`config.mk`:
```
export PLATFORM = sky130hd
export DESIGN_NAME = stage_sequencer
export DESIGN_NICKNAME = d
export VERILOG_FILES = /design/src/rtl/stage_sequencer.sv
export SDC_FILE = /design/constraint.sdc
export NUM_CORES = 1
export LEC_CHECK = 0
export CAP_MARGIN = 20
export CORE_MARGIN = 1
export CORE_UTILIZATION = 25
export DETAILED_ROUTE_END_ITERATION = 16
export PLACE_DENSITY_LB_ADDON = 0.2
export SLEW_MARGIN = 30
export SYNTH_ARGS = -nofsm -noshare
export SYNTH_HDL_FRONTEND = slang
export SYNTH_SLANG_ARGS = --single-unit
```
`constraint.sdc`:
```
create_clock -name clk -period 5.9 [get_ports clk]
set_input_delay 0.59 -clock clk [delete_from_list [all_inputs] [get_ports clk]]
set_output_delay 0.59 -clock clk [all_outputs]
set_load 0.05 [all_outputs]
```
`src/rtl/stage_sequencer.sv`:
```
// stage_sequencer: walks a chain of NUM_STAGES compute stages in order, one at
// a time, for a latched number of passes, with a per-stage watchdog.
//
// Optional feature macro: STAGE_SKIP_EN. When defined, a skip_mask input is
// added; it is latched at start and masked stages are never enabled.
//
// Ports:
//   clk            rising-edge clock
//   reset          synchronous active-low reset
//   start          run request, accepted in IDLE only
//   abort          return to IDLE from any state, no done pulse
//   iter_count     passes per run (0 treated as 1), latched at start
//   timeout_limit  max cycles per stage (0 = watchdog off), latched at start
//   stage_done     per-stage completion flags (only the active one is used)
//   skip_mask      (STAGE_SKIP_EN only) stages to bypass, latched at start
//   stage_en       one-hot (or zero) stage enable
//   stage_rst      per-stage reset, high for every stage not enabled
//   busy           high while running
//   done           one-cycle completion pulse
//   error          sticky watchdog failure flag
//   err_stage      index of the stage that timed out
//   cur_stage      index of the active stage, 0 when not running
//   iter_remaining passes left including the current one
module stage_sequencer #(
  parameter int unsigned NUM_STAGES = 5,
  parameter int unsigned TIMEOUT_W  = 16,
  parameter int unsigned ITER_W     = 8,
  localparam int unsigned SW        = (NUM_STAGES > 1) ? $clog2(NUM_STAGES) : 1
) (
  input  logic                  clk,
  input  logic                  reset,
  input  logic                  start,
  input  logic                  abort,
  input  logic [ITER_W-1:0]     iter_count,
  input  logic [TIMEOUT_W-1:0]  timeout_limit,
  input  logic [NUM_STAGES-1:0] stage_done,
`ifdef STAGE_SKIP_EN
  input  logic [NUM_STAGES-1:0] skip_mask,
`endif
  output logic [NUM_STAGES-1:0] stage_en,
  output logic [NUM_STAGES-1:0] stage_rst,
  output logic                  busy,
  output logic                  done,
  output logic                  error,
  output logic [SW-1:0]         err_stage,
  output logic [SW-1:0]         cur_stage,
  output logic [ITER_W-1:0]     iter_remaining
);

  typedef enum logic [1:0] {
    S_IDLE = 2'd0,
    S_RUN  = 2'd1,
    S_DONE = 2'd2,
    S_ERR  = 2'd3
  } state_t;

  state_t                state_q, state_d;
  logic [SW-1:0]         cur_stage_q, cur_stage_d;
  logic [TIMEOUT_W-1:0]  timer_q, timer_d;
  logic [TIMEOUT_W-1:0]  limit_q, limit_d;
  logic [ITER_W-1:0]     iter_rem_q, iter_rem_d;
  logic                  error_q, error_d;
  logic [SW-1:0]         err_stage_q, err_stage_d;
  logic [NUM_STAGES-1:0] stage_en_q, stage_en_d;
  logic [NUM_STAGES-1:0] stage_rst_q, stage_rst_d;
  logic                  busy_q, busy_d;
  logic                  done_q, done_d;

  // Mask used to pick the first stage at start, and the latched mask used while running
  logic [NUM_STAGES-1:0] start_mask;
  logic [NUM_STAGES-1:0] skip_act;

  // {found, index} of the first unmasked stage at or after a position
  logic [SW:0] nxt_start;
  logic [SW:0] nxt_fwd;
  logic [SW:0] nxt_wrap;
  logic        cur_hit;
  logic        wd_fire;

`ifdef STAGE_SKIP_EN
  logic [NUM_STAGES-1:0] skip_q, skip_d;

  assign start_mask = skip_mask;
  assign skip_act   = skip_q;
`else
  assign start_mask = '0;
  assign skip_act   = '0;
`endif

  // Lowest-index stage >= from whose mask bit is clear
  function automatic logic [SW:0] find_free(input logic [NUM_STAGES-1:0] mask,
                                            input int unsigned from);
    logic          found;
    logic [SW-1:0] idx;
    found = 1'b0;
    idx   = '0;
    for (int unsigned i = 0; i < NUM_STAGES; i++) begin
      if (!found && (i >= from) && !mask[i]) begin
        found = 1'b1;
        idx   = SW'(i);
      end
    end
    return {found, idx};
  endfunction

  assign nxt_start = find_free(start_mask, 32'd0);
  assign nxt_fwd   = find_free(skip_act, 32'(cur_stage_q) + 32'd1);
  assign nxt_wrap  = find_free(skip_act, 32'd0);
  assign cur_hit   = stage_done[cur_stage_q];
  assign wd_fire   = (limit_q != '0) && (timer_q == limit_q);

  // State and registered outputs
  always_ff @(posedge clk) begin
    if (!reset) begin
      state_q     <= S_IDLE;
      cur_stage_q <= '0;
      timer_q     <= '0;
      limit_q     <= '0;
      iter_rem_q  <= '0;
      error_q     <= 1'b0;
      err_stage_q <= '0;
      stage_en_q  <= '0;
      stage_rst_q <= '1;
      busy_q      <= 1'b0;
      done_q      <= 1'b0;
`ifdef STAGE_SKIP_EN
      skip_q      <= '0;
`endif
    end else begin
      state_q     <= state_d;
      cur_stage_q <= cur_stage_d;
      timer_q     <= timer_d;
      limit_q     <= limit_d;
      iter_rem_q  <= iter_rem_d;
      error_q     <= error_d;
      err_stage_q <= err_stage_d;
      stage_en_q  <= stage_en_d;
      stage_rst_q <= stage_rst_d;
      busy_q      <= busy_d;
      done_q      <= done_d;
`ifdef STAGE_SKIP_EN
      skip_q      <= skip_d;
`endif
    end
  end

  // Next state, bookkeeping, and output decode from the next state
  always_comb begin
    state_d     = state_q;
    cur_stage_d = cur_stage_q;
    timer_d     = timer_q;
    limit_d     = limit_q;
    iter_rem_d  = iter_rem_q;
    error_d     = error_q;
    err_stage_d = err_stage_q;
    stage_en_d  = '0;
    stage_rst_d = '1;
    busy_d      = 1'b0;
    done_d      = 1'b0;
`ifdef STAGE_SKIP_EN
    skip_d      = skip_q;
`endif

    unique case (state_q)
      S_IDLE: begin
        if (start) begin
          limit_d     = timeout_limit;
          iter_rem_d  = (iter_count == '0) ? ITER_W'(1) : iter_count;
          error_d     = 1'b0;
          err_stage_d = '0;
`ifdef STAGE_SKIP_EN
          skip_d      = skip_mask;
`endif
          if (nxt_start[SW]) begin
            state_d     = S_RUN;
            cur_stage_d = nxt_start[SW-1:0];
            timer_d     = TIMEOUT_W'(1);
          end else begin
            // Nothing to run: complete immediately
            state_d     = S_DONE;
            cur_stage_d = '0;
            timer_d     = '0;
            iter_rem_d  = '0;
          end
        end
      end

      S_RUN: begin
        // Completion is checked first so it wins over a same-cycle timeout
        if (cur_hit) begin
          if (nxt_fwd[SW]) begin
            cur_stage_d = nxt_fwd[SW-1:0];
            timer_d     = TIMEOUT_W'(1);
          end else if (iter_rem_q > ITER_W'(1)) begin
            iter_rem_d  = iter_rem_q - ITER_W'(1);
            cur_stage_d = nxt_wrap[SW-1:0];
            timer_d     = TIMEOUT_W'(1);
          end else begin
            state_d     = S_DONE;
            cur_stage_d = '0;
            timer_d     = '0;
            iter_rem_d  = '0;
          end
        end else if (wd_fire) begin
          state_d     = S_ERR;
          error_d     = 1'b1;
          err_stage_d = cur_stage_q;
          cur_stage_d = '0;
          timer_d     = '0;
          iter_rem_d  = '0;
        end else begin
          timer_d = timer_q + TIMEOUT_W'(1);
        end
      end

      S_DONE: state_d = S_IDLE;
      S_ERR:  state_d = S_IDLE;
      default: state_d = S_IDLE;
    endcase

    // Abort overrides everything except the sticky error record
    if (abort) begin
      state_d     = S_IDLE;
      cur_stage_d = '0;
      timer_d     = '0;
      iter_rem_d  = '0;
      limit_d     = limit_q;
      error_d     = error_q;
      err_stage_d = err_stage_q;
`ifdef STAGE_SKIP_EN
      skip_d      = skip_q;
`endif
    end

    if (state_d == S_RUN) begin
      stage_en_d = NUM_STAGES'(1) << cur_stage_d;
      busy_d     = 1'b1;
    end
    stage_rst_d = ~stage_en_d;
    done_d      = (state_d == S_DONE);
  end

  assign stage_en       = stage_en_q;
  assign stage_rst      = stage_rst_q;
  assign busy           = busy_q;
  assign done           = done_q;
  assign error          = error_q;
  assign err_stage      = err_stage_q;
  assign cur_stage      = cur_stage_q;
  assign iter_remaining = iter_rem_q;

endmodule

```
=== Yosys cells after proc, flatten, opt, wreduce, memory -nomap -nowiden ===
Index checks and enable logic that the tools add are counted.

* Input port bits: 33
* Register bits: 61
* Output and inout bits: 27

* Shift operators: 1
* Reductions and logical operators: 19
* Equality and inequality tests: 11
* Bitwise gates (word level): 3
* Order comparisons: 7
* Mux-type cells: 47
* Add/subtract/negate cells: 3

{| class="wikitable"
|+ Operator list
! operator !! number
|-
| two-way mux 16 bit || 3
|-
| two-way mux 8 bit || 6
|-
| one-hot mux 16 bit (2 select lines) || 1
|-
| two-way mux 3 bit || 9
|-
| adder 16 x 1 -> 16 bit, second input constant || 1
|-
| == test 16 bit || 1
|-
| two-way mux 2 bit || 8
|-
| one-hot mux 8 bit (2 select lines) || 1
|-
| nonzero test 16 bit || 1
|-
| two-way mux 1 bit || 13
|-
| one-hot mux 3 bit (2 select lines) || 2
|-
| greater-or-equal comparator 1 x 4 -> 1 bit, first input constant || 2
|-
| greater-or-equal comparator 2 x 4 -> 1 bit, first input constant || 2
|-
| > comparator 8 x 1 -> 1 bit, second input constant || 1
|-
| zero test 8 bit || 1
|-
| subtractor 8 x 1 -> 8 bit, second input constant || 1
|-
| == test 2 bit, second input constant || 3
|-
| inequality test 2 bit, second input constant || 3
|-
| inequality test 3 bit, second input constant || 2
|-
| one-hot mux 2 bit (3 select lines) || 1
|-
| logical AND 1 bit || 5
|-
| two-way mux 5 bit || 1
|-
| NOT 5 bit || 1
|-
| AND reduction 5 bit || 1
|-
| 15 further kinds || 21
|}

=== Depth between registers and ports, before layout ===
Gate-level depths: netlist of the first run.

* Depth after elaboration: 22
* Mapped depth: 8
* Depth with buffers taken out: 8

=== Worst setup path before layout of the first run ===
No wires, ideal clock.

* Path type: register to register
* Start: register cur_stage_q[0], in the netlist cur_stage[0]
* End: register iter_rem_q[3], in the netlist iter_remaining[3]
* Data arrival time: 2.477 ns
* Cell stages (with the launch flop): 9
* Library setup time: 0.116 ns
* Path slack: 3.306 ns
* Cells stage by stage: dfxtp_1 > buf_4 > mux2_2 > a22oi_4 > a21oi_1 > a21o_1 > clkbuf_1 > nand2b_1 > a31o_2

* Cells in the longest elaborated chain, start to end: 17
* Elaborated cells on any way between the ends: 26
* Classes of those cells: add/sub (1); order compare (5); eq/ne (2); mux (9); reduce/logical (9)

{| class="wikitable"
|+ Ends and longest elaborated chain
! what !! line !! text
|-
| from (decl) || 58 || <nowiki>logic [SW-1:0] cur_stage_q, cur_stage_d;</nowiki>
|-
| from (signal assigned) || 131 || <nowiki>cur_stage_q <= cur_stage_d;</nowiki>
|-
| adder 3 x 1 -> 4 bit || 107 || <nowiki>assign nxt_fwd = find_free(skip_act, 32'(cur_stage_q) + 32'd1);</nowiki>
|-
| greater-or-equal comparator 1 x 4 -> 1 bit || 98 || <nowiki>if (!found && (i >= from) && !mask[i]) begin</nowiki>
|-
| two-way mux 1 bit || 98 ||
|-
| zero test 1 bit || 98 ||
|-
| logical AND 1 bit || 98 ||
|-
| two-way mux 1 bit || 98 ||
|-
| zero test 1 bit || 98 ||
|-
| logical AND 1 bit || 98 ||
|-
| two-way mux 1 bit || 98 ||
|-
| zero test 1 bit || 98 ||
|-
| logical AND 1 bit || 98 ||
|-
| two-way mux 1 bit || 98 ||
|-
| zero test 1 bit || 98 ||
|-
| logical AND 1 bit || 98 ||
|-
| two-way mux 1 bit || 98 ||
|-
| inequality test 3 bit (no source line) || - ||
|-
| AND reduction 4 bit (no source line) || - ||
|-
| to (signal assigned) || 134 || <nowiki>iter_rem_q <= iter_rem_d;</nowiki>
|-
| to (decl) || 61 || <nowiki>logic [ITER_W-1:0] iter_rem_q, iter_rem_d;</nowiki>
|}

Several ways; a longest one is shown, not always the timed one. The select of a mux whose other input is x is not followed.
A chain may end at the register's enable or synchronous reset.

==> flow_summary.rst, run 1 <==
.. list-table::
   :header-rows: 1

   * - Metric
     - Value
   * - Result of the run
     - completed
   * - Mapped Cells
     - 357
   * - Effective utilization at floorplan
     - 0.259
   * - Number of warnings printed during yosys synthesis
     - 0
   * - Power density normalized to cell area
     - 262 nW/um2
   * - Share of synthesized area occupied by flip-flops and latches
     - 0.389
   * - TritonCTS Buffers
     - 9
   * - Req. time, crit path
     - 6130 ps
   * - Syn_nets
     - 395
   * - Buffer count from post-CTS setup fixing
     - 0
   * - Net total in the final layout
     - 445
   * - Layout Area Growth over Synthesis
     - 31.0%
   * - Count of pins over their slew limit
     - 0
   * - Leading cell type in the layout, fill and taps excluded
     - dfxtp_1
   * - DRC violation count after routing
     - 0
   * - Maximum Capacitance Violations
     - 0
   * - Global-route wire length before repair
     - 13,300 um
   * - Actual transition at the worst max-transition pin
     - 819 ps
   * - CP Capture Type
     - register
   * - Critical path class
     - input pin to register
   * - Core Footprint
     - 12,100 um2
   * - Relative max-transition margin
     - 0.453
   * - Total routing resource utilization after global routing
     - 0.130
   * - Post-CTS resize count
     - 0
   * - Standard-cell rows
     - 40
   * - Total vias in the final route
     - 2,739
   * - Synthesized area per cell
     - 8.80 um2
   * - Clock Skew
     - 9.69 ps
   * - Iteration count of the initial detailed-routing pass
     - 4
   * - Input/output buffers
     - 59
   * - Depth of the CTS H-tree
     - 3
   * - TritonCTS clock tree
     - yes
   * - Crit path time final
     - 2930 ps
   * - Die Y-Extent
     - 114 um
   * - Hold buffer count at CTS
     - 0
   * - Final critical-path share of the clock period
     - 0.496
   * - Peak supply drop
     - 0.114 mV
   * - Clock transition at the registers of the reported paths
     - 50 ps
   * - Overall overflow remaining after global route
     - 0
   * - Clock latency at the later pin of the worst-skew pair
     - 330 ps
   * - Total Neg Setup Slack
     - 0 ps
   * - Dominant synthesized flop cell
     - dfxtp_1
   * - Netlist area before placement
     - 3140 um2
   * - Leading cell types in the layout, fill and taps excluded
     - dfxtp_1, clkdlybuf4s50_1, nand2_1, nor2_1, xnor2_1
   * - Placed wire-length estimate after detailed placement
     - 6110 um
   * - Critical path arrival
     - 3160 ps
   * - Leakage
     - 0.00137 uW
   * - Clock tree root driver cell
     - clkbuf_16
   * - Highest clock frequency the design can meet
     - 342 MHz
   * - Setup violation total in the final timing report
     - 0
   * - Maximum net fanout on the critical path
     - 22
   * - CTS sink count
     - 61
   * - Crit start category
     - input pin
   * - RePlAce Congestion
     - 0.838
   * - Count of flip-flops with a built-in enable after synthesis
     - 0
   * - Setup repair after global routing missed its margin
     - no
   * - Total Die Area
     - 13,000 um2
   * - Vias/cell
     - 4.72
   * - Wirelength per Cell
     - 14.1 um
   * - R2R setup slack
     - 3100 ps
   * - Proportion of synthesized flip-flops having asynchronous set or reset
     - 0
   * - Via count of the first global-routing pass
     - 2,687
   * - Distinct cell type count after synthesis
     - 66
   * - Maximum count of clock buffers along a single path
     - 2
   * - Final setup slack of the worst path
     - 2970 ps
   * - Top-level I/O count
     - 60
   * - Endpoints failing hold
     - 0
   * - Antenna-violating nets left
     - 0
   * - Maximum number of pins on one net before global-route repair
     - 23
   * - Proportion of layout cells with a drive suffix above 1
     - 0.0995
   * - Synthesized flop and latch total
     - 61
   * - Die width
     - 114 um
   * - Antenna violations before repair
     - 0
   * - Routed wire length
     - 8170 um
   * - Iteration-0 DRC count of the detailed router
     - 112
   * - Class of the most critical hold timing path
     - register to register
   * - Worst setup slack after placement
     - 2680 ps
   * - Count of inserted antenna diode cells
     - 0
## worst paths after layout
kind,from,endpoint,depth (start not counted)
worst max-delay path,reset,stage_en[3]$_SDFF_PN0_,5
worst max register to register,cur_stage[0]$_SDFF_PN0_,stage_en[3]$_SDFF_PN0_,6
worst min register to register,err_stage[2]$_SDFFE_PN0P_,err_stage[2]$_SDFFE_PN0P_,1
worst min-delay path,err_stage[2]$_SDFFE_PN0P_,err_stage[2]$_SDFFE_PN0P_,1
## cell usage after synthesis (3+ instances only)
master	number	share of area
a211oi_1	5	0.012
a21boi_0	16	0.038
a21oi_1	8	0.013
a22o_1	3	0.0084
a31o_2	4	0.011
a32o_1	3	0.0096
a32oi_1	4	0.011
and4b_1	3	0.0096
buf_4	6	0.014
clkbuf_1	11	0.013
dfxtp_1	61	0.39
ha_1	5	0.020
inv_1	7	0.0084
nand2_1	49	0.059
nand2b_1	3	0.0060
nand3_1	6	0.0096
nand4_1	10	0.020
nand4b_1	3	0.0084
nor2_1	34	0.041
nor2b_1	3	0.0060
nor3_1	12	0.019
nor4_1	11	0.022
o31ai_1	4	0.0096
or4_1	3	0.0072
xnor2_1	23	0.064
xor2_1	7	0.020
## metal layers
layer / part of all wire / up-vias / track usage
li1: - / 1395 / -
met4: 0.014 / 0 / 0.0494
met5: 0 / - / 0
met3: 0.032 / 8 / 0.0334
met2: 0.49 / 49 / 0.225
met1: 0.47 / 1287 / 0.155
## through the flow
step / util / instances / cell area [um2] / hold slack [ps] / total power (uW)
floorplan: - / 357 / 3140 / 469 / 529
global placement: 0.315 / 564 / 3820 / 479 / 579
detailed placement: 0.315 / 564 / 3820 / 488 / 580
CTS: 0.339 / 580 / 4110 / 501 / 1090
global route: 0.340 / 580 / 4110 / 523 / 1120
finish: 0.340 / 580 / 4110 / 494 / 1080
## worst max-delay path, stage by stage
cell             delay, ps
clkdlybuf4s50_1        890
nand2b_1               540
a211oi_1               660
o21a_4                 270
nor4bb_1               200
## report_power, final
group | internal [uW] | switching [uW] | leakage, uW | total, uW
combinational | 61.2 | 76.3 | 0.000728 | 138
clock | 324 | 183 | 0.000145 | 507
sequential | 422 | 11.2 | 0.000495 | 433
## layout make-up
type / instances / area (um2)
inverter: 7 / 26.3
timing repair buffer: 60 / 598
multi-input combinational: 268 / 1770
sequential: 61 / 1220
clock buffer: 9 / 225
fill: 1300 / 8000
clock inverter: 7 / 66.3
tap: 168 / 210
## logic make-up after synthesis
logic type | share of synthesized area
adders and majority gates | 0.0199
buffers and inverters | 0.0498
DFF | 0.389
muxes | 0.00717
and+or+nand+nor | 0.265
AOI/OAI and AO/OA | 0.185
xor gates and xnor gates | 0.0837
## state kept, by name, summed over array words and instances, names as in the netlist
register,count
err_stage,3
done,1
cur_stage,3
timer_q,16
stage_rst,5
state_q,2
stage_en,5
busy,1
limit_q,16
iter_remaining,8
error,1
Note: power is estimated with default switching activity, not from simulation.
==> run 2, diff against run 1 <==
- clock period: 5.9 -> 2.47 ns (I/O delays scaled with it)
==> run 2 against run 1 <==
Clock-buffer cell count grew 1; largest cell class unchanged; clock power is 140% higher; cell count rose by 3.3%; sequential share of layout area is 0.97 points lower; first-iteration DRC count shrank 33%; power increased by 140%; die area did not move; sequential power up 140%; core utilization is 1.2 points higher; global-route usage up 0.29 points; clock skew is 1.8 ps lower; largest power group unchanged; via count grew 3.3%.
==> flow_summary.rst, run 2 (same netlist as run 1, synthesis figures left out) <==
.. list-table::
   :header-rows: 1

   * - Metric
     - Value
   * - Result of the run
     - completed
   * - Core Footprint
     - 12,100 um2
   * - Total Die Area
     - 13,000 um2
   * - Input/output buffers
     - 59
   * - Total Neg Setup Slack
     - 0 ps
   * - Clock Skew
     - 7.87 ps
   * - RePlAce Congestion
     - 0.855
   * - TritonCTS clock tree
     - yes
   * - Top-level I/O count
     - 60
   * - Die Y-Extent
     - 114 um
   * - Part of the power in registers
     - 0.397
   * - DRC violation count after routing
     - 0
   * - Terminus of the critical flop-to-flop path
     - stage_en[1]$_SDFF_PN0_
   * - Clock latency at the later pin of the worst-skew pair
     - 320 ps
   * - Req. time, crit path
     - 2680 ps
   * - Effective utilization at floorplan
     - 0.259
   * - Clock tree root driver cell
     - clkbuf_16
   * - Part of the power in the clock network
     - 0.468
   * - Most frequent cell on the critical path
     - or4_4
   * - Post-CTS resize count
     - 0
   * - Switching power of the nets
     - 651 uW
   * - Crit start category
     - register
   * - Leakage
     - 0.00146 uW
   * - Proportion of layout cells with a drive suffix above 1
     - 0.137
   * - Placed wire-length estimate after detailed placement
     - 6380 um
   * - Crit path time final
     - 2290 ps
   * - Maximum net fanout on the critical path
     - 9
   * - Maximum count of clock buffers along a single path
     - 2
   * - Depth of the CTS H-tree
     - 3
   * - R2R setup slack
     - 180 ps
   * - Antenna-violating nets left
     - 0
   * - Critical path class
     - register to register
   * - Setup violation total in the final timing report
     - 0
   * - Final critical-path share of the clock period
     - 0.927
   * - Endpoints failing hold
     - 0
   * - Crit path max-delay cell type
     - or4_4
   * - CP Capture Type
     - register
   * - Min-Delay Startpoint
     - timeout_limit[8]
   * - CTS sink count
     - 61
   * - Worst Reg2Reg Path Length in Cells
     - 6
   * - Buffer count from post-CTS setup fixing
     - 0
   * - Worst hold path cell count
     - 3
   * - Overall overflow remaining after global route
     - 0
   * - Net total in the final layout
     - 464
   * - Relative max-transition margin
     - 0.658
   * - Leading cell types in the layout, fill and taps excluded
     - dfxtp_1, clkdlybuf4s50_1, nand2_1, nor2_1, xnor2_1
   * - Via count of the first global-routing pass
     - 2,770
   * - Vias/cell
     - 4.72
   * - Worst r2r src
     - iter_remaining[2]$_SDFFE_PP0P_
   * - Cell-internal power
     - 1950 uW
   * - Actual transition at the worst max-transition pin
     - 511 ps
   * - Worst path cell trace
     - or4_4 > or4_4 > a211oi_2 > a31oi_1 > o21a_4 > and4b_1
   * - Largest stage delay on the critical path
     - 540 ps
   * - Highest clock frequency the design can meet
     - 437 MHz
   * - Wirelength per Cell
     - 14.0 um
   * - Clock transition at the registers of the reported paths
     - 60 ps
   * - Setup repair after global routing missed its margin
     - no
   * - Layout Area Growth over Synthesis
     - 35.5%
   * - Count of pins over their slew limit
     - 0
   * - Worst setup startpoint
     - iter_remaining[2]$_SDFFE_PP0P_
   * - TritonCTS Buffers
     - 9
   * - Maximum number of pins on one net before global-route repair
     - 22
   * - Iteration count of the initial detailed-routing pass
     - 5
   * - Final Util
     - 0.351
   * - Leading cell type in the layout, fill and taps excluded
     - dfxtp_1
   * - Switching Share
     - 0.251
   * - Antenna violations before repair
     - 0
   * - Maximum Capacitance Violations
     - 0
   * - Part of the power in combinational logic
     - 0.135
   * - Design area
     - 4260 um2
   * - Standard-cell rows
     - 40
   * - Power density normalized to cell area
     - 611 nW/um2
   * - Class of the most critical hold timing path
     - input pin to register
   * - Total vias in the final route
     - 2,829
   * - Placed cell area
     - 3960 um2
   * - Global-route wire length before repair
     - 13,500 um
   * - Hold buffer count at CTS
     - 0
   * - Peak supply drop
     - 0.348 mV
   * - Critical path arrival
     - 2500 ps
   * - Routed wire length
     - 8370 um
   * - Die width
     - 114 um
   * - Iteration-0 DRC count of the detailed router
     - 75
   * - Total routing resource utilization after global routing
     - 0.133
   * - Count of inserted antenna diode cells
     - 0
   * - Critical path destination
     - stage_en[1]$_SDFF_PN0_
## run 2: area by class of cell
type,instances,area [um2]
Clock buffer,10,229
Clock inverter,6,63.8
Fill cell,1274,7860
Inverter,7,26.3
Multi-Input combinational cell,268,1760
Sequential cell,61,1220
Tap cell,168,210
Timing Repair Buffer,79,741
## run 2: routing by layer
metal / global-route usage / wire length [um]
met1: 0.158 / 3760
met2: 0.230 / 4070
met3: 0.0413 / 418
met4: 0.0407 / 116
met5: 0 / 0
## run 2: power by group through the flow
stage                     Combinational [uW]  Sequential [uW]  Clock, uW
after global routing                     382             1030       1290
after floorplan                          187             1080          0
after detailed placement                 350             1050          0
final                                    351             1030       1220
after global placement                   348             1050          0
after CTS                                352             1030       1250
## run 2: stage by stage
| step | hold slack (ps) | setup WS [ps] | instances | total power [uW] |
|---|---|---|---|---|
| 6_report | 485 | 181 | 599 | 2600 |
| 5_1_grt | 492 | 41.0 | 599 | 2710 |
| 4_1_cts | 474 | 185 | 599 | 2630 |
| 3_5_place_dp | 489 | 66.6 | 583 | 1400 |
| 3_3_place_gp | 485 | 92.7 | 583 | 1400 |
| 2_1_floorplan | 392 | 7.26 | 357 | 1260 |
## run 2: worst min path at each step
stage                                to  slack (ps)
3_3_place_gp    limit_q[7]$_SDFFE_PN0P_         490
4_1_cts         limit_q[8]$_SDFFE_PN0P_         470
5_1_grt        limit_q[15]$_SDFFE_PN0P_         490
2_1_floorplan   limit_q[0]$_SDFFE_PN0P_         390
6_report        limit_q[8]$_SDFFE_PN0P_         480
3_5_place_dp    limit_q[7]$_SDFFE_PN0P_         490
## run 2: critical path, delay by kind of cell (launching register included)
family / cells / cell delay [ps]
compound gates: 3 / 600
simple gates: 3 / 1280
flops: 1 / 310
